[src/rtl/uart_mult_byte_tx_pkg.sv]
// Frame constants and serialiser state encoding shared by the multi-byte UART
// transmitter and its matching receiver.
package uart_mult_byte_tx_pkg;

    localparam int         DATA_NUM   = 14;
    localparam logic [7:0] FRAME_HEAD = 8'h55;
    localparam logic [7:0] FRAME_TAIL = 8'hAA;

    typedef enum logic [2:0] {
        IDLE,
        START,
        DATA,
        STOP,
        DONE
    } tx_state_e;

endpackage

[src/rtl/uart_mult_byte_tx_byte.sv]
// Single-byte UART serialiser: start bit, 8 data bits LSB first, stop bit.
// A start request in the last stop-bit cycle chains the next byte with no gap.
module uart_byte_tx
    import uart_mult_byte_tx_pkg::*;
#(
    parameter int BPS_CNT = 434
) (
    input  logic       sys_clk,
    input  logic       sys_rst_n,
    input  logic       start,
    input  logic [7:0] data,
    output logic       txd,
    output logic       busy,
    output logic       done,
    output logic       stop_end
);

    localparam logic [15:0] BIT_LAST = 16'(BPS_CNT - 1);

    tx_state_e   state, state_nxt;
    logic [15:0] baud_cnt;
    logic [2:0]  bit_cnt, bit_cnt_nxt;
    logic [7:0]  shreg;
    logic        bit_end, txd_nxt;

    assign bit_end  = (baud_cnt == BIT_LAST);
    assign busy     = (state == START) || (state == DATA) || (state == STOP);
    assign done     = (state == DONE);
    assign stop_end = (state == STOP) && bit_end;

    always_comb begin
        state_nxt   = state;
        bit_cnt_nxt = bit_cnt;
        txd_nxt     = 1'b1;
        case (state)
            IDLE:    if (start) state_nxt = START;
            START:   if (bit_end) state_nxt = DATA;
            DATA: begin
                if (bit_end) begin
                    bit_cnt_nxt = bit_cnt + 3'd1;
                    if (bit_cnt == 3'd7) state_nxt = STOP;
                end
            end
            STOP:    if (bit_end) state_nxt = start ? START : DONE;
            DONE:    state_nxt = IDLE;
            default: state_nxt = IDLE;
        endcase
        // Line level is computed one cycle ahead so txd itself is a flop.
        case (state_nxt)
            START:   txd_nxt = 1'b0;
            DATA:    txd_nxt = shreg[bit_cnt_nxt];
            default: txd_nxt = 1'b1;
        endcase
    end

    always_ff @(posedge sys_clk or negedge sys_rst_n) begin
        if (!sys_rst_n) begin
            state    <= IDLE;
            baud_cnt <= '0;
            bit_cnt  <= '0;
            txd      <= 1'b1;
        end else begin
            state    <= state_nxt;
            bit_cnt  <= bit_cnt_nxt;
            txd      <= txd_nxt;
            baud_cnt <= (busy && !bit_end) ? baud_cnt + 16'd1 : 16'd0;
        end
    end

    always_ff @(posedge sys_clk) begin
        if (state_nxt == START && state != START) shreg <= data;
    end

endmodule

[src/rtl/uart_mult_byte_tx.sv]
// Frame transmitter: latches a 12-byte payload, wraps it in header/tail bytes
// and streams the 14 bytes back-to-back through uart_byte_tx.
module uart_mult_byte_tx
    import uart_mult_byte_tx_pkg::*;
#(
    parameter int CLK_FREQ = 50_000_000,
    parameter int UART_BPS = 115200
) (
    input  logic       sys_clk,
    input  logic       sys_rst_n,
    input  logic       send_req,
    input  logic [7:0] tx_data0,
    input  logic [7:0] tx_data1,
    input  logic [7:0] tx_data2,
    input  logic [7:0] tx_data3,
    input  logic [7:0] tx_data4,
    input  logic [7:0] tx_data5,
    input  logic [7:0] tx_data6,
    input  logic [7:0] tx_data7,
    input  logic [7:0] tx_data8,
    input  logic [7:0] tx_data9,
    input  logic [7:0] tx_data10,
    input  logic [7:0] tx_data11,
    output logic       uart_txd,
    output logic       tx_busy,
    output logic       pack_done,
    output logic [3:0] byte_idx
);

    localparam int BPS_CNT = CLK_FREQ / UART_BPS;

    logic [7:0] frame_buf [DATA_NUM];
    logic [7:0] byte_data;
    logic [3:0] next_idx;
    logic       accept, go_p1, last_byte, byte_start, stop_end;

    // go_p1 covers the cycle between latching and the first start bit, so a
    // second request there is dropped as well.
    assign accept     = send_req && !tx_busy && !go_p1;
    assign last_byte  = (byte_idx == 4'(DATA_NUM - 1));
    assign next_idx   = last_byte ? 4'd0 : byte_idx + 4'd1;
    assign byte_start = go_p1 || (stop_end && !last_byte);
    assign byte_data  = go_p1 ? frame_buf[0] : frame_buf[next_idx];

    always_ff @(posedge sys_clk) begin
        if (accept) begin
            frame_buf[0]  <= FRAME_HEAD;
            frame_buf[1]  <= tx_data0;
            frame_buf[2]  <= tx_data1;
            frame_buf[3]  <= tx_data2;
            frame_buf[4]  <= tx_data3;
            frame_buf[5]  <= tx_data4;
            frame_buf[6]  <= tx_data5;
            frame_buf[7]  <= tx_data6;
            frame_buf[8]  <= tx_data7;
            frame_buf[9]  <= tx_data8;
            frame_buf[10] <= tx_data9;
            frame_buf[11] <= tx_data10;
            frame_buf[12] <= tx_data11;
            frame_buf[13] <= FRAME_TAIL;
        end
    end

    always_ff @(posedge sys_clk or negedge sys_rst_n) begin
        if (!sys_rst_n) begin
            go_p1    <= 1'b0;
            byte_idx <= '0;
        end else begin
            go_p1 <= accept;
            if (stop_end) byte_idx <= next_idx;
        end
    end

    uart_byte_tx #(
        .BPS_CNT (BPS_CNT)
    ) u_byte_tx (
        .sys_clk   (sys_clk),
        .sys_rst_n (sys_rst_n),
        .start     (byte_start),
        .data      (byte_data),
        .txd       (uart_txd),
        .busy      (tx_busy),
        .done      (pack_done),
        .stop_end  (stop_end)
    );

endmodule

[config.mk]
export PLATFORM = sky130hd
export DESIGN_NAME = uart_mult_byte_tx
export DESIGN_NICKNAME = d
export VERILOG_FILES = /design/src/rtl/uart_mult_byte_tx_pkg.sv /design/src/rtl/uart_mult_byte_tx_byte.sv /design/src/rtl/uart_mult_byte_tx.sv
export SDC_FILE = /design/constraint.sdc
export NUM_CORES = 1
export LEC_CHECK = 0
export CAP_MARGIN = 30
export CORE_MARGIN = 2
export CORE_UTILIZATION = 38
export DETAILED_ROUTE_END_ITERATION = 10
export PLACE_DENSITY = 0.6
export SYNTH_ARGS = -nofsm -noshare
export SYNTH_HDL_FRONTEND = slang
export SYNTH_SLANG_ARGS = --single-unit
[constraint.sdc]
create_clock -name sys_clk -period 12.56 [get_ports sys_clk]
set_input_delay 1.256 -clock sys_clk [delete_from_list [all_inputs] [get_ports sys_clk]]
set_output_delay 1.256 -clock sys_clk [all_outputs]
set_load 0.03 [all_outputs]
# Word level (Yosys, flattened, before mapping)
# Memories as Yosys holds them, arrays and structs flattened.
# Index checks and enable logic that the tools add are counted.
# op_classes
n_addsub	3
n_lt_le_gt_ge	1
eq_ne	10
mux	17
n_reduce_logical	14
# op_table
op	count
3-bit two-way mux	8
16-bit by 1-bit adder with 16-bit output (second input constant)	1
16-bit by 9-bit == test with 1-bit output (second input constant)	1
16-bit two-way mux	1
3-bit one-hot mux with 4 select lines	1
3-bit by 2-bit == test with 1-bit output (second input constant)	3
8-bit two-way mux	1
3-bit by 1-bit == test with 1-bit output (second input constant)	2
3-bit == test (second input constant)	2
1-bit logical AND	6
4-bit by 1-bit adder with 4-bit output (second input constant)	1
4-bit == test (second input constant)	1
1-bit zero test	4
3-bit by 4-bit < comparator with 1-bit output (second input constant)	1
4-bit two-way mux	1
3-bit by 1-bit adder with 3-bit output (second input constant)	1
1-bit binary-select mux with 3-bit select	1
3-bit zero test	1
1-bit logical OR	3
1-bit two-way mux	3
3-bit by 1-bit inequality test with 1-bit output (second input constant)	1
1-bit one-hot mux with 2 select lines	1
# totals
reg_bits	36
mem_bits_rw	112
input_bits	99
output_inout_bits	7
elab_cells	53
n_memories	1
# memory_table
memory	depth	word_bits	read_ports	rd_ports_with_merged_regs	write_ports	line	source
frame_buf	14	8	2	0	14	uart_mult_byte_tx.sv:32	logic [7:0] frame_buf [DATA_NUM];

# Longest topological paths before layout
# depth
depth_word	9
mapped_depth	9

# By module
# A second synthesis with hierarchy kept.
# unflattened
hier_cells	462
hier_area_um2	5923.2
# modules_own_cells
mod	instances	cells_each	area_each_um2
uart_mult_byte_tx	1	309	4267.8
uart_byte_tx	1	153	1655.3

# Worst setup path after synthesis
# Ideal clock, no wire load.
# synth_timing
path_kind	input -> register
from	input send_req
to	register go_p1
t_arrival_ps	8190
required_ps	11721
slack_ps	3531
cell_stages	1
path_buffers	0
path_cell_list	nor3b_1
# synth_between
elab_chain_cells	2
# synth_rtl
element	line	source
start, declared	uart_mult_byte_tx.sv:11	input logic send_req,
1-bit logical AND (2 in series)	uart_mult_byte_tx.sv:39	assign accept = send_req && !tx_busy && !go_p1;
end signal, assigned	uart_mult_byte_tx.sv:69	go_p1 <= accept;
end, declared	uart_mult_byte_tx.sv:35	logic accept, go_p1, last_byte, byte_start, stop_end;
# Every way passes these cells.
# A chain may end at the register's enable or synchronous reset.

# Worst setup path after layout
# layout_timing
from	register byte_idx[1]
to	output byte_idx[1]
# layout_lines
element	line	source
start, declared	uart_mult_byte_tx.sv:27	output logic [3:0] byte_idx
start signal, assigned	uart_mult_byte_tx.sv:70	if (stop_end) byte_idx <= next_idx;
# No word-level cell between the ends.

==> reports/results.ini <==
[synth]
ys_types=48
syn-instance-count=386
yosysTopAreaCellShare=0.5581
synth_seq_cells=132
synth_area_leaders=edfxtp_1, dfrtp_1, mux2i_1
yosysTopAreaCell=edfxtp_1
synth-seq-area-share=0.6836
ys_warn_count=0
postSynthAreaPerCell_sq_um=14.50
syn_area_sq_um=5595
syn-num-nets=489

[placement]
gp_congestion=0.7529
portBuffers=105
placed_area_sq_um=6869
hpwl_um=8122

[grt]
grt_usage=0.1605
overflow=0
grt_pass1_wl_um=19030
grt_start_max_net_pins=76
grt_pass1_vias=3704
antenna_found_initial=0

[critical_path]
crit_path_start_kind=flop
worstPathArrival_ps=2240
path_max_fanout=36
cp_cell_sequence=clkdlybuf4s50_1
critPathKind=flop to primary output
end_kind=primary output
cp.required_ps=11300
cp.buffers_inverters=1
slowest_delay_ps=980
cp_slowest_cell=dfrtp_2
worst_path_dominant_cell_family=flip-flops

[run_status]
run_status=completed

[route]
vias_per_cell=5.108
drt_wl_total_um=11940
vias=3535
first_iter_violations=210
drc=0
post_drt_wl_per_cell_um=17.26
ant_nets=0
drt_pre_antenna_iters=4

[job]
maxCapViolations=0

[clocking]
clock_latency_ps=420
clockBufferDepth=2
path_clk_slew_ps=60
h-tree-depth=4
hold_buffers=0
cts_sinks=132
cts_root_buf=clkbuf_16
cts_made_buffers=17
cts_tree=built
cts_setup_buffers=0
cts_resized=0

[cells_and_area]
fin_area_sq_um=7541
syn_to_final_growth_pct=34.77
drive_gt1_frac=0.1240
num_antenna_cells=0
fin_nets=599

[floorplan]
die_w_um=125.3
boundaryPins=106
core_area_sq_um=14480
dieArea_sq_um=15710
rows=44
start_util=0.3865
die_h_um=125.3

[sta]
skew_ps=16.26
setup_tns_ps=0
maxSlewHeadroom=0.3717
maxSlewViolCount=0
finalSetupViolations=0
rsz0062_at_grt=no
min_period_over_period=0.2782
clock.fmax_ghz=0.2862
worstMarginPinSlew_ps=942.4
post-route-min-period_ps=3495
hold_viol_final=0

[worst_hold_path]
worstHoldPathType=flop to flop

[power]
leakagePower_nw=2.704
powerDensity_nw_per_um2=158.5
max-vdd-ir-drop_uv=122.3

[power breakdown]
group	switching (mW)	total [mW]	internal (mW)	leakage, nW
clock	0.189	0.563	0.374	0.329
sequential	0.0181	0.532	0.514	1.32
combinational	0.0490	0.0997	0.0507	1.05
[cell usage after synthesis, drive strengths merged]
master	number
edfxtp	104
mux2i	34
nor2	28
dfrtp	27
nand2	26
a211oi	16
o21ai	15
a21oi	14
xnor2	12
buf	11
nand3	10
clkbuf	9
nor2b	8
inv	7
mux2	6
mux4	6
nor3	5
xor2	5
a221oi	4
and3	4
ha	4
nor4	4
o211ai	4
a31oi	3
nand4	3
nor3b	3
or4	2
a22oi	1
dfstp	1
nand2b	1
nand4b	1
nor4b	1
o211a	1
o21a	1
o221ai	1
o41ai	1
or2	1
or3b	1
or4b	1
[final cells by class]
cell class                 count  area (sq um)
clock buffer                  17         425.4
sequential                   132          3826
multi-input combinational    227          1678
fill                        1255          6938
clock inverter                14         246.5
timing repair buffer         111          1109
inverter                       7         26.28
tap                          184         230.2
[final timing paths]
kind                                            start               endpoint  slack (ps)  cells after the start
worst max-delay path                      byte_idx[1]            byte_idx[1]        9070                      1
worst min-delay path            u_byte_tx.baud_cnt[0]  u_byte_tx.baud_cnt[0]         510                      1
worst max register to register            byte_idx[1]     u_byte_tx.shreg[0]        9730                      7
worst min register to register  u_byte_tx.baud_cnt[0]  u_byte_tx.baud_cnt[0]         510                      1
max in group asynchronous                   sys_rst_n          u_byte_tx.txd       11030                      2
min in group asynchronous                   sys_rst_n  u_byte_tx.baud_cnt[8]        1230                      2
[registers in the layout, indices dropped and copies added (netlist names)]
signal,flops
frame_buf,96
byte_idx,4
u_byte_tx.bit_cnt,3
u_byte_tx.state,3
u_byte_tx.baud_cnt,16
u_byte_tx.shreg,8
u_byte_tx.txd,1
go_p1,1
[kinds of logic after synthesis]
group	synth area share
and+or+nand+nor	0.09101
adders and majority gates	0.008945
DFF	0.6836
buffers and inverters	0.02035
muxes	0.09705
xor gates and xnor gates	0.02661
AOI/OAI and AO/OA	0.07245
[routing by layer]
| layer | vias up | GRT usage | wire, um |
|---|---|---|---|
| li1 | 1691 | - | - |
| met1 | 1729 | 0.1955 | 5137 |
| met2 | 101 | 0.2692 | 6073 |
| met3 | 14 | 0.04835 | 568 |
| met4 | 0 | 0.06209 | 164 |
| met5 | - | 0 | 0 |
[stage by stage]
step	total power [mW]	std cells	hold WS [ps]	utilization	setup WS, ps
floorplan	0.5936	386	478.9	-	3531
global placement	0.6382	660	503.6	0.4730	9147
detailed placement	0.6421	661	508.9	0.4744	9124
CTS	1.209	692	516.8	0.5208	9018
global route	1.240	692	538.4	0.5208	8937
finish	1.195	692	511.3	0.5208	9065
[cells in the final DEF, fill, tap and decap left out, types with 6 or more instances in the layout]
master | Yosys | layout
a211oi_1 | 16 | 16
a21oi_1 | 14 | 14
bufinv_16 | 0 | 6
clkbuf_16 | 0 | 17
clkdlybuf4s50_1 | 0 | 105
dfrtp_1 | 27 | 26
edfxtp_1 | 104 | 104
inv_1 | 7 | 7
mux2i_1 | 34 | 32
mux4_2 | 6 | 6
nand2_1 | 25 | 25
nand3_1 | 10 | 10
nor2_1 | 28 | 28
nor2b_1 | 8 | 8
o21ai_0 | 14 | 14
xnor2_1 | 12 | 12
(Power assumes the default switching activity.)
